==> src/rtl/uart_rx_framer.sv <==
// UART receive framer: start detect, mid-bit sampling, LSB-first assembly and stop check.
// Define UART_RX_PARITY_EN to include a parity bit and the parity-checker strobe in each frame.
module uart_rx_framer #(
   parameter int unsigned INPUT_DATA_WIDTH = 8,
   parameter int unsigned CLOCKS_PER_BIT   = 16
) (
   input  logic                        clk,
   input  logic                        reset,
   input  logic                        serial_in_synced,
   output logic [INPUT_DATA_WIDTH-1:0] received_data,
   output logic                        is_parity_stage,
   output logic                        data_valid,
   output logic                        framing_error,
   output logic                        busy
);

   localparam int unsigned CNT_W = $clog2(CLOCKS_PER_BIT);
   localparam int unsigned IDX_W = $clog2(INPUT_DATA_WIDTH + 1);

   localparam logic [CNT_W-1:0] HALF_LAST = CNT_W'(CLOCKS_PER_BIT / 2 - 1);
   localparam logic [CNT_W-1:0] FULL_LAST = CNT_W'(CLOCKS_PER_BIT - 1);
   localparam logic [IDX_W-1:0] LAST_IDX  = IDX_W'(INPUT_DATA_WIDTH - 1);

`ifdef UART_RX_PARITY_EN
   localparam logic [CNT_W-1:0] PRE_LAST = CNT_W'(CLOCKS_PER_BIT - 2);
   typedef enum logic [2:0] {IDLE, START, DATA, PARITY, STOP} state_t;
`else
   typedef enum logic [2:0] {IDLE, START, DATA, STOP} state_t;
`endif

   state_t           state;
   logic [CNT_W-1:0] cnt;
   logic [IDX_W-1:0] idx;

`ifndef UART_RX_PARITY_EN
   assign is_parity_stage = 1'b0;
`endif

   // Framing FSM; counter restarts at every sample event so it never wraps mid-bit.
   always_ff @(posedge clk or posedge reset) begin
      if (reset) begin
         state         <= IDLE;
         cnt           <= '0;
         idx           <= '0;
         received_data <= '0;
         data_valid    <= 1'b0;
         framing_error <= 1'b0;
         busy          <= 1'b0;
`ifdef UART_RX_PARITY_EN
         is_parity_stage <= 1'b0;
`endif
      end else begin
         data_valid    <= 1'b0;
         framing_error <= 1'b0;
         cnt           <= cnt + CNT_W'(1);
         case (state)
            IDLE: begin
               cnt <= '0;
               if (!serial_in_synced) begin
                  state <= START;
                  busy  <= 1'b1;
               end
            end
            START: begin
               if (cnt == HALF_LAST) begin
                  cnt <= '0;
                  if (!serial_in_synced) begin
                     state <= DATA;
                  end else begin
                     state <= IDLE;
                     busy  <= 1'b0;
                  end
               end
            end
            DATA: begin
               if (cnt == FULL_LAST) begin
                  cnt           <= '0;
                  received_data <= {serial_in_synced, received_data[INPUT_DATA_WIDTH-1:1]};
                  if (idx == LAST_IDX) begin
                     idx <= '0;
`ifdef UART_RX_PARITY_EN
                     state <= PARITY;
`else
                     state <= STOP;
`endif
                  end else begin
                     idx <= idx + IDX_W'(1);
                  end
               end
            end
`ifdef UART_RX_PARITY_EN
            // Strobe opens one cycle ahead of the parity sample and closes one cycle after.
            PARITY: begin
               if (cnt == PRE_LAST) begin
                  is_parity_stage <= 1'b1;
               end
               if (cnt == FULL_LAST) begin
                  cnt   <= '0;
                  state <= STOP;
               end
            end
`endif
            STOP: begin
`ifdef UART_RX_PARITY_EN
               is_parity_stage <= 1'b0;
`endif
               if (cnt == FULL_LAST) begin
                  cnt   <= '0;
                  state <= IDLE;
                  busy  <= 1'b0;
                  if (serial_in_synced) begin
                     data_valid <= 1'b1;
                  end else begin
                     framing_error <= 1'b1;
                  end
               end
            end
            default: begin
               state <= IDLE;
               busy  <= 1'b0;
            end
         endcase
      end
   end

endmodule

==> config.mk <==
export PLATFORM = sky130hd
export DESIGN_NAME = uart_rx_framer
export DESIGN_NICKNAME = d
export VERILOG_FILES = /design/src/rtl/uart_rx_framer.sv
export SDC_FILE = /design/constraint.sdc
export NUM_CORES = 1
export LEC_CHECK = 0
export ABC_AREA = 1
export CAP_MARGIN = 0
export CORE_UTILIZATION = 45
export CTS_CLUSTER_DIAMETER = 100
export DETAILED_ROUTE_END_ITERATION = 16
export GPL_TIMING_DRIVEN = 0
export PLACE_DENSITY = 0.69
export SLEW_MARGIN = 15
export SYNTH_ARGS = -nofsm -noshare
export SYNTH_HDL_FRONTEND = slang
export SYNTH_SLANG_ARGS = --single-unit
==> constraint.sdc <==
create_clock -name clk -period 1.7 [get_ports clk]
set_clock_uncertainty 0.05 [all_clocks]
set_input_delay 0.17 -clock clk [delete_from_list [all_inputs] [get_ports clk]]
set_output_delay 0.17 -clock clk [all_outputs]
set_load 0.005 [all_outputs]
; ---- Yosys cells after proc, flatten, opt, wreduce, memory -nomap -nowiden
; Cells that the tools add are included.
[word_totals]
ff_bits = 22
word_cells = 49
in_bits = 3
[op_classes]
n_eq_ne = 12
n_addsub = 2
reduce_logical = 5
bitwise = 1
n_mux = 22
[ops]
columns = operator, n
row1 = two-way mux 3 bit, 5
row2 = two-way mux 4 bit, 3
row3 = "!= test 2 bit, second input constant", 6
row4 = case mux 3 bit (4 select lines), 1
row5 = case mux 4 bit (3 select lines), 1
row6 = two-way mux 1 bit, 10
row7 = AND reduction 5 bit, 2
row8 = "adder 4 x 1 -> 4 bit, second input constant", 2
row9 = "== test 4 x 3 -> 1 bit, second input constant", 2
row10 = "== test 3 x 2 -> 1 bit, second input constant", 2
row11 = "== test 4 bit, second input constant", 1
row12 = case mux 1 bit (4 select lines), 1
row13 = "== test 3 x 1 -> 1 bit, second input constant", 1
row14 = zero test 3 bit, 1
row15 = two-way mux 2 bit, 1
row16 = AND reduction 2 bit, 1
row17 = OR reduction 2 bit, 1
row18 = NOT 1 bit, 1

; ---- Logic depth before layout (Yosys ltp)
[logic_depth]
depth_word = 4
depth_mapped = 6

; ---- Least setup slack after synthesis
; OpenSTA, ideal clock, no wires.
[synth_timing]
path_type = register to register
start = reg cnt[0]
end = reg idx[3]
stages_incl_launch_ff = 6
path_slack_ns = 0.458
arrival_time_ns = 1.109
path_cell_list = dfrtp_1 ha_1 nand3_4 nor2_8 and2_2 o21ai_0
[synth_via]
elab_chain_cells = 2
[synth_rtl]
columns = item, line
row1 = from (decl), 32  ; logic [CNT_W-1:0] cnt;
row2 = from (signal assigned), 55  ; cnt <= cnt + CNT_W'(1);
row3 = == test 4 bit, 76  ; if (cnt == FULL_LAST) begin
row4 = AND reduction 2 bit (no source line), -
row5 = to (signal assigned), 87  ; idx <= idx + IDX_W'(1);
row6 = to (decl), 33  ; logic [IDX_W-1:0] idx;
; No other way between the ends.
; A chain may end at the register's enable or synchronous reset.

; ---- Worst setup path after layout
[layout_timing]
start = reg received_data[4]
end = out received_data[4]
[layout_lines]
columns = item, line
row1 = from (decl), 10  ; output logic [INPUT_DATA_WIDTH-1:0] received_data,
row2 = from (signal assigned), 78  ; received_data <= {serial_in_synced, received_data[INPUT_DATA_WIDTH-1:1]};
; No word-level cell between the ends.

==> flow_summary.yaml <==
drt:
  first_pass_iters: 4
  drt-initial-drc-count: 15
  num_vias: 714
  routed_wl_mm: 1.53
  routed_via_density: 4.73
  drcViolationCount: 0
  wire_per_inst_um: 10.1
  drtAntennaViolNets: 0
timing:
  slew_headroom_pct: 48.5
  fin_crit_sh_pct: 83.3
  setup_viol: 0
  finalWorstSetupSlack_ns: 0.284
  period_needed_ns: 1.42
  final_hold_viol_count: 0
  slew_viol_final: 0
  worstMarginPinSlew_ns: 0.771
  rsz0062_at_grt: "false"
  tns_ns: 0
  fmax_ghz: 0.706
finish:
  antennaDiodeCount: 0
  drive_gt1_share_pct: 8.06
  layout.nets: 130
  n_fill_cell: 173
  area_delta_synth_final_pct: 19.7
logic_synthesis:
  yosys.area.top_type: "dfrtp_1"
  synthTopCellsByArea: "dfrtp_1 (54%), nand2_1 (10%), inv_1 (6.6%)"
  seq_area_frac_synth_pct: 54.5
  ys_ff_latch: 21
  syn_area_per_cell_um2: 9.02
  syn-cell-area_um2: 965
  syn_inst: 107
  synth.distinct_cells: 23
  ys_warn_count: 0
  syn_nets: 112
  netlist.area_leader.share_pct: 54.5
placement:
  dp_slack_ns: 0.351
  place_congestion: 0.854
  port_buffers: 13
  hpwl_mm: 1.16
floorplan:
  die_area_um2: 2330
  core_um2: 1980
  ioPinCount: 15
  die_w_um: 48.3
  die_h_um: 48.3
  rows: 16
  initial_core_util_pct: 48.7
cts:
  cts.repair.resized: 0
  cts_sinks: 21
  clkSlewWorstSetupHoldPaths_ns: 0.11
  clk_path_buf_depth: 2
  insertion_delay_ns: 0.30
  clock-root-buffer: "clkbuf_4"
  cts_tree: "built"
  cts_setup_buffers: 0
  cts_hold_buf: 0
  cts_buffers: 3
  htreeDepth: 1
global_route:
  antenna_found_initial: 0
  grt_max_degree: 22
  grt_usage_pct: 16.1
  grt.overflow.total: 0
  grt_pass1_wl_mm: 2.86
  grt_pass1_vias: 698
critical_path:
  crit_family: "buffers and inverters"
  cp.required_ns: 1.48
  worstPathArrival_ns: 1.20
  cp-startpoint: "received_data[4]"
  ff2ff_path_depth: 6
  crit_type: "register to output port"
  worst-path-buf-inv: 1
  slowest_delay_ns: 0.51
  r2r_end: "busy"
  crit_path_end: "received_data[4]"
  cp_max_fo: 3
  cp_num_cells: 1
  critPathLaunchType: "register"
  cp_cell_sequence: "clkdlybuf4s50_1"
  endpoint_kind: "output port"
  r2r-start: "cnt[0]"
  r2r_slack_ns: 0.35
  cp_slowest_cell: "clkdlybuf4s50_1"
status:
  status: "finished, final reports clean"
run:
  maxCapViolations: 0
min_path:
  hold_path_class: "input port to asynchronous set/reset pin"
pwr:
  peakVddDrop_uv: 592
  power_density_nw_per_um2: 1060
  leakage_nw: 0.591
[logic make-up after synthesis]
family                     Yosys count  share of synthesized area [%]
other                                1                          0.389
and+or+nand+nor                     47                           23.7
adders and majority gates            2                           2.59
AOI/OAI and AO/OA                   13                           7.13
DFF                                 21                           54.5
buffers and inverters               20                           8.95
xor gates and xnor gates             3                           2.72
[cells in the mapped netlist]
cell      instances
xor2_1            2
inv_2             1
inv_1            17
nand3_1           3
a31oi_1           1
a21oi_1           1
o21bai_1          1
nand2_4           1
xnor2_1           1
nor2_1            9
nor2_8            1
nand2_1          26
conb_1            1
nand4_1           1
o21ai_1           4
dfrtp_1          21
o21ai_0           6
nor3_1            4
buf_6             1
ha_1              2
nand3_4           1
and2_2            1
buf_4             1
[final cells by class]
type	count	area, um^2	share of cell area [%]
tap	27	33.8	2.93
clock buffer	4	26.3	2.28
sequential	21	526	45.5
multi-input combinational	66	353	30.6
timing repair buffer	13	130	11.3
buffer	2	18.8	1.63
inverter	18	67.6	5.85
[flip-flops by register name, indices dropped and copies added (netlist names)]
register	count
received_data	8
framing_error	1
data_valid	1
idx	4
cnt	4
state	2
busy	1
[per-stage QoR]
stage | total power [mW] | hold slack [ns] | cell area (um^2) | cells | utilization, %
3_5_place_dp | 1.00 | 0.409 | 1130 | 147 | 56.9
3_3_place_gp | 0.985 | 0.395 | 1130 | 147 | 56.9
4_1_cts | 1.24 | 0.280 | 1150 | 151 | 58.3
6_report | 1.22 | 0.255 | 1150 | 151 | 58.3
2_1_floorplan | 0.909 | 0.0965 | 965 | 107 | -
5_1_grt | 1.34 | 0.320 | 1150 | 151 | 58.3
[worst min-delay path by stage]
| stage | slack [ns] | cells past startpoint | to | from |
|---|---|---|---|---|
| floorplan | 0.1 | 1 | busy | reset |
| global placement | 0.39 | 1 | cnt[0] | cnt[0] |
| detailed placement | 0.41 | 1 | cnt[0] | cnt[0] |
| CTS | 0.28 | 2 | busy | reset |
| global route | 0.32 | 2 | received_data[7] | reset |
| finish | 0.25 | 2 | received_data[7] | reset |
[cells in the final DEF, fill, tap and decap left out, types with 2 or more instances in the layout]
cell,instances
nor2_1,9
xor2_1,2
o21ai_1,4
clkbuf_4,3
inv_1,17
nand3_1,3
ha_1,2
o21ai_0,6
clkdlybuf4s50_1,13
nor3_1,4
dfrtp_1,21
nand2_1,26
[layer usage]
| layer | vias to the layer above | track usage [%] | share of wire (%) |
|---|---|---|---|
| li1 | 363 | - | - |
| met1 | 329 | 18.6 | 46 |
| met2 | 17 | 28.2 | 48 |
| met3 | 5 | 2.83 | 3.3 |
| met4 | 0 | 8.82 | 2.4 |
| met5 | - | 0 | 0 |
[where the power goes]
part           switching [mW]  leakage, nW  total [mW]  internal, mW
clock                   0.138       0.0150       0.229        0.0913
sequential             0.0667        0.280       0.635         0.569
combinational           0.214        0.296       0.354         0.140
total                   0.419        0.591        1.22         0.800
Note: power is estimated with default switching activity, not from simulation.
==> RTL edit, RTL diff (config.mk and constraints unchanged) <==
Register the output `received_data` once more, cleared by the reset; this adds one clock of latency there. The other outputs are not delayed to match.
--- a/src/rtl/uart_rx_framer.sv
+++ b/src/rtl/uart_rx_framer.sv
@@ -21,6 +21,8 @@
    localparam logic [CNT_W-1:0] FULL_LAST = CNT_W'(CLOCKS_PER_BIT - 1);
    localparam logic [IDX_W-1:0] LAST_IDX  = IDX_W'(INPUT_DATA_WIDTH - 1);
 
+   logic [INPUT_DATA_WIDTH-1:0] received_data_s0;
+
 `ifdef UART_RX_PARITY_EN
    localparam logic [CNT_W-1:0] PRE_LAST = CNT_W'(CLOCKS_PER_BIT - 2);
    typedef enum logic [2:0] {IDLE, START, DATA, PARITY, STOP} state_t;
@@ -42,7 +44,7 @@
          state         <= IDLE;
          cnt           <= '0;
          idx           <= '0;
-         received_data <= '0;
+         received_data_s0 <= '0;
          data_valid    <= 1'b0;
          framing_error <= 1'b0;
          busy          <= 1'b0;
@@ -75,7 +77,7 @@
             DATA: begin
                if (cnt == FULL_LAST) begin
                   cnt           <= '0;
-                  received_data <= {serial_in_synced, received_data[INPUT_DATA_WIDTH-1:1]};
+                  received_data_s0 <= {serial_in_synced, received_data_s0[INPUT_DATA_WIDTH-1:1]};
                   if (idx == LAST_IDX) begin
                      idx <= '0;
 `ifdef UART_RX_PARITY_EN
@@ -123,5 +125,13 @@
       end
    end
 
+   always_ff @(posedge clk or posedge reset) begin
+      if (reset) begin
+         received_data <= '0;
+      end else begin
+         received_data <= received_data_s0;
+      end
+   end
+
 endmodule
 
Check against the original RTL: same outputs for any inputs over 10 cycles, from zero or initial values and one cycle with reset high; that may be too few to reach the edited logic, so the function may still have changed.
==> RTL edit against the original RTL <==
- sequential cell count rose by 8
- worst setup slack improved by 0.012 ns
- area after synthesis rose by 20%
- critical path type unchanged
- final cell count rose by 7.3%
- design area rose by 21%
- non-clock buffer count did not move
- routed wire length rose by 20%
- total power rose by 32%
==> RTL edit: results (changes against the original RTL) <==
.. list-table::
   :header-rows: 1

   * - Metric
     - Value
   * - Compound-cell area share of the yosys netlist
     - 0.06595 (was 0.07134)
   * - Buffer cell driving the clock tree root
     - sky130_fd_sc_hd__clkbuf_4 (unchanged)
   * - Average detailed-routed wire length per instance
     - 11.31 µm (was 10.10 µm)
   * - Arrival time worst endpoint
     - 1.18 ns (was 1.20 ns)
   * - Post-Synth XOR/XNOR Area
     - 0.01514 (was 0.02724)
   * - FILL cells
     - 222 (was 173)
   * - Wire length of the first global-routing pass
     - 3125 µm (was 2856 µm)
   * - Pin count of the biggest net entering global routing
     - 30 (was 22)
   * - Post-DP HPWL
     - 1256 µm (was 1160 µm)
   * - Vias in the first global route
     - 700 (was 698)
   * - Post-synthesis adder-cell area fraction
     - 0.02162 (was 0.02594)
   * - Int Power
     - 0.001121 W (was 0.0008004 W)
   * - Average size of a mapped cell
     - 10.43 µm² (was 9.016 µm²)
   * - Total CTS buffers
     - 5 (was 3)
   * - Leading cell types by count after synthesis
     - sky130_fd_sc_hd__dfrtp_1 (29), sky130_fd_sc_hd__nand2_1 (22), sky130_fd_sc_hd__inv_1 (16) (was sky130_fd_sc_hd__nand2_1 (26), sky130_fd_sc_hd__dfrtp_1 (21), sky130_fd_sc_hd__inv_1 (17))
   * - Worst vdd ir
     - 0.9464 mV (was 0.5918 mV)
   * - Number of I/O port buffers
     - 13 (unchanged)
   * - Clock Latency Late Sink
     - 0.33 ns (was 0.30 ns)
   * - Sequential element share of the synthesized area
     - 0.6270 (was 0.5447)
   * - Avg Vias per Cell
     - 4.753 (was 4.728)
   * - H-tree depth
     - 2 (was 1)
   * - GRT Overall Usage
     - 0.1689 (was 0.1607)
   * - DP Worst Slack
     - 0.1737 ns (was 0.3505 ns)
   * - Cell count after placement
     - 154 (was 147)
   * - Slew at the pin closest to its max-slew limit
     - 0.9918 ns (was 0.7715 ns)
   * - Run status
     - finished clean (unchanged)
   * - Biggest fanout along the worst timing path
     - 2 (was 3)
   * - Non-filler cells in the finished layout
     - 162 (was 151)
   * - Weighted congestion reported at the end of routability-driven placement
     - 0.7466 (was 0.8539)
   * - Number of nets at the end of the flow
     - 136 (was 130)
## RTL edit: per-layer routing
metal / routed length [µm] / up-vias / global-route usage
met5: 0 / - / 0
met4: 36 / 0 / 0.07895
met3: 101 / 6 / 0.09565
met2: 865 / 17 / 0.2468
met1: 831 / 358 / 0.1985
li1: - / 389 / -
## RTL edit: path summary, 6_finish.rpt
path                                startpoint                to  slack, ns  cells past startpoint
hold / removal                           reset     framing_error       0.20                      2
setup / recovery                          busy              busy       0.30                      1
max in group asynchronous                reset            cnt[3]       0.94                      2
hold reg to reg            received_data_s0[3]  received_data[3]       0.33                      0
setup reg to reg                        cnt[0]              busy       0.35                      6
min in group clk           received_data_s0[3]  received_data[3]       0.33                      0
## RTL edit: cell type report
cell class | count | area (µm²) | share of cell area
Inverter | 17 | 63.81 | 0.04574
Timing Repair Buffer | 13 | 130.1 | 0.09327
Sequential cell | 29 | 725.7 | 0.5202
Clock buffer | 7 | 65.06 | 0.04664
Clock inverter | 1 | 5.005 | 0.003587
Buffer | 2 | 18.77 | 0.01345
Tap cell | 30 | 37.54 | 0.02691
Multi-Input combinational cell | 63 | 349.1 | 0.2502
## RTL edit: kinds of logic after synthesis
group                      after synthesis
AOI/OAI and AO/OA                       14
xor gates and xnor gates                 2
adders and majority gates                2
buffers and inverters                   19
DFF                                     29
other                                    1
and+or+nand+nor                         44
## RTL edit: power groups by stage
stage               logic (W)  registers (W)  clock network [W]
global placement     0.000305       0.000830                  0
global route         0.000355       0.000834           0.000528
floorplan            0.000238       0.000823                  0
finish               0.000307       0.000822           0.000481
CTS                  0.000313       0.000821           0.000492
detailed placement   0.000311       0.000833                  0
